**config.mk**
```make
export PLATFORM = sky130hd
export DESIGN_NAME = addr_seq_gen_flat
export DESIGN_NICKNAME = d
export VERILOG_FILES = /design/src/rtl/addr_seq_gen_if.sv /design/src/rtl/addr_seq_gen.sv /design/src/flat_wrapper.sv
export SDC_FILE = /design/constraint.sdc
export NUM_CORES = 1
export LEC_CHECK = 0
export CORE_MARGIN = 2
export CORE_UTILIZATION = 27
export CTS_CLUSTER_DIAMETER = 120
export DETAILED_ROUTE_END_ITERATION = 7
export SLEW_MARGIN = 25
export SYNTH_ARGS = -nofsm -noshare
export SYNTH_HDL_FRONTEND = slang
export SYNTH_SLANG_ARGS = --single-unit
```
**constraint.sdc**
```tcl
create_clock -name i_clk -period 2.5 [get_ports i_clk]
set_input_delay 0.25 -clock i_clk [delete_from_list [all_inputs] [get_ports i_clk]]
set_output_delay 0.25 -clock i_clk [all_outputs]
set_load 0.03 [all_outputs]
```
**src/rtl/addr_seq_gen_if.sv**
```systemverilog
// Handshake/config bundle for addr_seq_gen; master = generator, slave = controller/consumer.
// The abort signal exists only when ADDR_SEQ_GEN_ABORT_EN is defined.
interface addr_seq_gen_if #(
  parameter int AW = 4
);
  logic          start;
  logic [AW-1:0] cfg_jump0;
  logic [AW-1:0] cfg_jump1;
  logic [AW-1:0] cfg_back;
  logic [AW-1:0] cfg_wrap_b;
  logic [AW-1:0] cfg_wrap_a;
  logic [AW-1:0] cfg_len;
  logic [AW-1:0] addr_a;
  logic [AW-1:0] addr_b;
  logic          out_valid;
  logic          out_ready;
  logic          busy;
  logic          done;
`ifdef ADDR_SEQ_GEN_ABORT_EN
  logic          abort;
`endif

  modport master (
`ifdef ADDR_SEQ_GEN_ABORT_EN
    input  abort,
`endif
    input  start, cfg_jump0, cfg_jump1, cfg_back, cfg_wrap_b, cfg_wrap_a, cfg_len, out_ready,
    output addr_a, addr_b, out_valid, busy, done
  );

  modport slave (
`ifdef ADDR_SEQ_GEN_ABORT_EN
    output abort,
`endif
    output start, cfg_jump0, cfg_jump1, cfg_back, cfg_wrap_b, cfg_wrap_a, cfg_len, out_ready,
    input  addr_a, addr_b, out_valid, busy, done
  );
endinterface

```
**src/rtl/addr_seq_gen.sv**
```systemverilog
// Two-level (addr_a, addr_b) pair generator with latched runtime config and valid/ready output.
// Optional feature macro: ADDR_SEQ_GEN_ABORT_EN adds an abort input that returns RUN to IDLE.
module addr_seq_gen #(
  parameter int            AW     = 4,
  parameter logic [AW-1:0] A_INIT = {AW{1'b1}}
) (
  input  logic          i_clk,
  input  logic          i_reset_n,
  addr_seq_gen_if.master bus
);
  typedef enum logic [1:0] {
    S_IDLE = 2'd0,
    S_RUN  = 2'd1,
    S_DONE = 2'd2
  } state_t;

  localparam logic [AW-1:0] ZERO = {AW{1'b0}};
  localparam logic [AW-1:0] ONE  = {{(AW-1){1'b0}}, 1'b1};

  state_t        r_state;
  logic [AW-1:0] r_addr_a;
  logic [AW-1:0] r_addr_b;
  logic [AW-1:0] r_jump0;
  logic [AW-1:0] r_jump1;
  logic [AW-1:0] r_back;
  logic [AW-1:0] r_wrap_b;
  logic [AW-1:0] r_wrap_a;
  logic [AW-1:0] r_len;
  logic          r_valid;
  logic          r_busy;
  logic          r_done;
  logic          w_accept;
  logic [AW-1:0] w_next_a;

  // Accept qualifier and the addr_a successor; jump outranks wrap.
  always_comb begin
    w_accept = r_valid && bus.out_ready;
    if ((r_addr_b == r_jump0) || (r_addr_b == r_jump1)) begin
      w_next_a = r_addr_a - r_back;
    end else if ((r_addr_b == r_wrap_b) && (r_addr_a == r_wrap_a)) begin
      w_next_a = ZERO;
    end else begin
      w_next_a = r_addr_a + ONE;
    end
  end

  // Sequencer FSM with registered outputs.
  always_ff @(posedge i_clk or negedge i_reset_n) begin
    if (!i_reset_n) begin
      r_state  <= S_IDLE;
      r_addr_a <= A_INIT;
      r_addr_b <= ZERO;
      r_valid  <= 1'b0;
      r_busy   <= 1'b0;
      r_done   <= 1'b0;
      r_jump0  <= ZERO;
      r_jump1  <= ZERO;
      r_back   <= ZERO;
      r_wrap_b <= ZERO;
      r_wrap_a <= ZERO;
      r_len    <= ZERO;
    end else begin
      case (r_state)
        S_IDLE: begin
          r_addr_a <= A_INIT;
          r_addr_b <= ZERO;
          r_done   <= 1'b0;
          if (bus.start) begin
            r_jump0  <= bus.cfg_jump0;
            r_jump1  <= bus.cfg_jump1;
            r_back   <= bus.cfg_back;
            r_wrap_b <= bus.cfg_wrap_b;
            r_wrap_a <= bus.cfg_wrap_a;
            r_len    <= bus.cfg_len;
            r_state  <= S_RUN;
            r_valid  <= 1'b1;
            r_busy   <= 1'b1;
          end else begin
            r_state  <= S_IDLE;
            r_valid  <= 1'b0;
            r_busy   <= 1'b0;
          end
        end
        S_RUN: begin
`ifdef ADDR_SEQ_GEN_ABORT_EN
          // Abort beats a simultaneous accept and suppresses the done pulse.
          if (bus.abort) begin
            r_state  <= S_IDLE;
            r_valid  <= 1'b0;
            r_busy   <= 1'b0;
            r_addr_a <= A_INIT;
            r_addr_b <= ZERO;
          end else
`endif
          if (w_accept) begin
            if (r_addr_b == r_len) begin
              r_state <= S_DONE;
              r_valid <= 1'b0;
              r_busy  <= 1'b0;
              r_done  <= 1'b1;
            end else begin
              r_state  <= S_RUN;
              r_addr_b <= r_addr_b + ONE;
              r_addr_a <= w_next_a;
            end
          end else begin
            r_state <= S_RUN;
          end
        end
        S_DONE: begin
          r_state  <= S_IDLE;
          r_done   <= 1'b0;
          r_valid  <= 1'b0;
          r_busy   <= 1'b0;
          r_addr_a <= A_INIT;
          r_addr_b <= ZERO;
        end
        default: begin
          r_state  <= S_IDLE;
          r_done   <= 1'b0;
          r_valid  <= 1'b0;
          r_busy   <= 1'b0;
          r_addr_a <= A_INIT;
          r_addr_b <= ZERO;
        end
      endcase
    end
  end

  assign bus.addr_a    = r_addr_a;
  assign bus.addr_b    = r_addr_b;
  assign bus.out_valid = r_valid;
  assign bus.busy      = r_busy;
  assign bus.done      = r_done;
endmodule

```
**src/flat_wrapper.sv**
```systemverilog
// flat-port wrapper written by rule: the top's interface ports become plain ports
module addr_seq_gen_flat 
#(
  parameter int            AW     = 4,
  parameter logic [AW-1:0] A_INIT = {AW{1'b1}}
)
  (i_clk, i_reset_n, bus_start, bus_cfg_jump0, bus_cfg_jump1, bus_cfg_back, bus_cfg_wrap_b, bus_cfg_wrap_a, bus_cfg_len, bus_out_ready, bus_addr_a, bus_addr_b, bus_out_valid, bus_busy, bus_done);
  addr_seq_gen_if #(.AW(AW)) bus_i ();
  input  logic i_clk;
  input  logic i_reset_n;
  input wire logic [$bits(bus_i.start)-1:0] bus_start;
  input wire logic [$bits(bus_i.cfg_jump0)-1:0] bus_cfg_jump0;
  input wire logic [$bits(bus_i.cfg_jump1)-1:0] bus_cfg_jump1;
  input wire logic [$bits(bus_i.cfg_back)-1:0] bus_cfg_back;
  input wire logic [$bits(bus_i.cfg_wrap_b)-1:0] bus_cfg_wrap_b;
  input wire logic [$bits(bus_i.cfg_wrap_a)-1:0] bus_cfg_wrap_a;
  input wire logic [$bits(bus_i.cfg_len)-1:0] bus_cfg_len;
  input wire logic [$bits(bus_i.out_ready)-1:0] bus_out_ready;
  output wire logic [$bits(bus_i.addr_a)-1:0] bus_addr_a;
  output wire logic [$bits(bus_i.addr_b)-1:0] bus_addr_b;
  output wire logic [$bits(bus_i.out_valid)-1:0] bus_out_valid;
  output wire logic [$bits(bus_i.busy)-1:0] bus_busy;
  output wire logic [$bits(bus_i.done)-1:0] bus_done;
  assign bus_i.start = bus_start;
  assign bus_i.cfg_jump0 = bus_cfg_jump0;
  assign bus_i.cfg_jump1 = bus_cfg_jump1;
  assign bus_i.cfg_back = bus_cfg_back;
  assign bus_i.cfg_wrap_b = bus_cfg_wrap_b;
  assign bus_i.cfg_wrap_a = bus_cfg_wrap_a;
  assign bus_i.cfg_len = bus_cfg_len;
  assign bus_i.out_ready = bus_out_ready;
  assign bus_addr_a = bus_i.addr_a;
  assign bus_addr_b = bus_i.addr_b;
  assign bus_out_valid = bus_i.out_valid;
  assign bus_busy = bus_i.busy;
  assign bus_done = bus_i.done;
  addr_seq_gen #(.AW(AW), .A_INIT(A_INIT)) u_core (.i_clk(i_clk), .i_reset_n(i_reset_n), .bus(bus_i));
endmodule
```
==> summary.md <==
| Metric | Value |
|---|---|
| Status | `complete, no violations` |
| Post-synth EDFFs | `0` |
| Slew Viols, Final | `0` |
| Worst path required time | `2710 ps` |
| Bufs on Longest Clock Path | `2` |
| Routed wire length | `3830 µm` |
| RSZ-0062 raised after global routing | `false` |
| Worst vdd ir | `0.175 mV` |
| CTS Sinks | `36` |
| Total power | `1.17 mW` |
| Final net count | `231` |
| Worst-Margin Slew | `461 ps` |
| Post-Synth Simple-Gate Area | `0.0823` |
| Number of synthesis warnings | `0` |
| DRT Pass-1 Iters | `4` |
| Place WS | `588 ps` |
| Mapped Cells | `159` |
| Share of cells above drive strength 1 | `0.217` |
| Min-Delay Path Class | `in -> async` |
| Yosys top cell area share | `0.418` |
| Vias in the first global route | `1,356` |
| DR WL/cell | `13.0 µm` |
| # hold bufs at CTS | `0` |
| Crit-path slowest cell | `dfstp_2` |
| Startpoint Class | `register` |
| Core outline area | `6830 µm²` |
| Worst-path clk slew | `70 ps` |
| Adder-Cell Fraction of Synth Area | `0.0431` |
| Slowest stage delay, CP | `600 ps` |
| Final setup fails | `0` |
| Rows | `30` |
| Slew headroom | `0.693` |
| Setup TNS | `0 ps` |
| Mapped cell area | `1920 µm²` |
| Ys flop type | `dfrtp_1` |
| First-pass GRT wire length | `6530 µm` |
| Max cap viols | `0` |
| Largest net degree at the start of global routing | `37` |
| Power Density | `476 nW/µm²` |
| DR DRC count | `0` |
| Crit path buffers/inverters | `2` |
| Initial DRC count | `95` |
| Number of library cell types mapped by synthesis | `38` |
| Area grow syn2layout | `28.7%` |
| Net Count, Synth | `193` |
| Synth Register Bits | `36` |
| Via count | `1,301` |
| Compound-Gate Fraction of Synth Area | `0.0875` |
| Die ar. | `7780 µm²` |
| I/O pin count | `39` |
| Leakage power | `0.991 nW` |
| Worst-path fanout max | `6` |
| Hpwl dp | `2790 µm` |
| Fin worst setup slack | `549 ps` |
| TritonCTS clock tree | `built` |
| Crit path top cell by count | `inv_1` |
| Worst Hold Margin | `375 ps` |
| Seq/Total Area, Yosys | `0.473` |
| Mux cell area share after synthesis | `0.135` |
| Worst EP arrival | `2170 ps` |
| Post-synth top cells | `dfrtp_1 (32), mux2_2 (22), xnor2_1 (19)` |
| Starting Density | `0.280` |
| Tcrit/Tclk final | `0.781` |
| Post-detailed-route count of antenna-violating nets | `0` |
| Final Skew | `1.76 ps` |
| PortBufs | `38` |
| Die width | `88.2 µm` |
| H-tree levels | `2` |
| Largest delay share family, worst path | `adder cells` |
| Post-synth ARST share | `1.00` |
| Post-CTS Setup Bufs | `0` |
| Via/cell ratio | `4.43` |
| Crit path cell chain | `inv_1, ha_1, inv_1, fa_1, a21boi_1, a311oi_1, o21ai_1` |
| Largest family of logic cells by synthesized area | `multiplexers` |
| GRT Residual Overflow | `0` |
| Final worst path period need | `1950 ps` |
| Post-synth top area cell | `dfrtp_1` |
| Top cells by area, synth | `dfrtp_1 (42%), mux2_2 (13%), xnor2_1 (8.7%)` |
| Root buffer cell | `clkbuf_8` |
| Synth Area per Inst | `12.0 µm²` |
| Placer Congestion | `0.853` |
| Post_cts resized | `0` |
| Total CTS buffers | `5` |
| Skew-Pair Late Insertion Delay | `290 ps` |
| WS Path Type | `reg -> reg` |
| FMAX | `512 MHz` |
| Die height | `88.2 µm` |
| Xor/xnor share of the synthesized area | `0.135` |
| Final Hold Fails | `0` |
| Most instantiated library cell after synthesis | `dfrtp_1` |
| All-Layer GR Usage | `0.110` |
| Critical Path Sink Type | `register` |
| Initial antenna violation count | `0` |
| Ant diodes | `0` |
## final timing paths
path                                       from                   end  slack [ps]  cells past startpoint
max                        u_core.bus.addr_a[0]  u_core.bus.addr_a[1]         550                      7
min                                   i_reset_n  u_core.bus.addr_b[2]         370                      2
max reg2reg                u_core.bus.addr_a[0]  u_core.bus.addr_a[1]         550                      7
min reg2reg                     u_core.bus.done       u_core.bus.done         500                      2
max in group asynchronous             i_reset_n  u_core.bus.addr_a[3]        1770                      2
min in group i_clk              u_core.bus.done       u_core.bus.done         500                      2
## through the flow
step                      cell area [µm²]  instances  utilization
after CTS                            2470        294        0.361
after detailed placement             2370        286        0.347
after floorplan                      1920        159            -
after global routing                 2470        294        0.361
after global placement               2370        286        0.347
final                                2470        294        0.361
## layout by cell type (no fill, tap or decap), drive strengths merged, types with 2 or more instances in the layout
cell type,n
nor2b,2
buf,2
nor2,11
xor2,3
a41oi,2
clkdlybuf4s50,38
a311oi,2
dfrtp,32
xnor2,23
nand2,6
mux2,22
nand4,6
nand3,2
clkbuf,7
o21ai,5
a21oi,3
o21bai,2
inv,6
dfstp,4
ha,5
## worst reg2reg max path: stages (launching register included)
cell and delay (ps):
dfstp_2 600, inv_1 80, ha_1 200, inv_1 80, fa_1 410, a21boi_1 140
a311oi_1 280, o21ai_1 100
## report_power, final
group / leakage (nW) / internal [mW] / switching [mW]
clock network: 0.0445 / 0.224 / 0.214
registers: 0.454 / 0.603 / 0.0135
logic: 0.492 / 0.0748 / 0.0450
## routing by layer
metal,global-route usage,up-vias,wire [µm]
li1,-,631,-
met1,0.140,633,1740
met2,0.176,30,1780
met3,0.0373,7,247
met4,0.0386,0,59
met5,0,-,0
## logic make-up (layout without fill, tap and decap cells)
logic type | Yosys count | count (layout)
DFF | 36 | 36
and+or+nand+nor | 32 | 32
xor gates and xnor gates | 26 | 26
muxes | 23 | 23
AOI/OAI and AO/OA | 21 | 21
buffers and inverters | 15 | 54
adders and majority gates | 6 | 6
## area by class of cell
| class | instances | area, µm² |
|---|---|---|
| multi-input cells | 108 | 928 |
| well taps | 96 | 120 |
| clock buffers | 7 | 86.3 |
| flip-flops and latches | 36 | 906 |
| repair buffers | 40 | 395 |
| inverters | 6 | 22.5 |
| fillers | 696 | 4370 |
| clock inverters | 1 | 7.51 |
## flip-flops by register name, indices dropped and copies added, names as in the netlist, 2 cells and up
name               flops
u_core.bus.addr_a      4
u_core.bus.addr_b      4
u_core.r_back          4
u_core.r_jump0         4
u_core.r_jump1         4
u_core.r_len           4
u_core.r_state         2
u_core.r_wrap_a        4
u_core.r_wrap_b        4
Note: power is estimated with default switching activity, not from simulation.
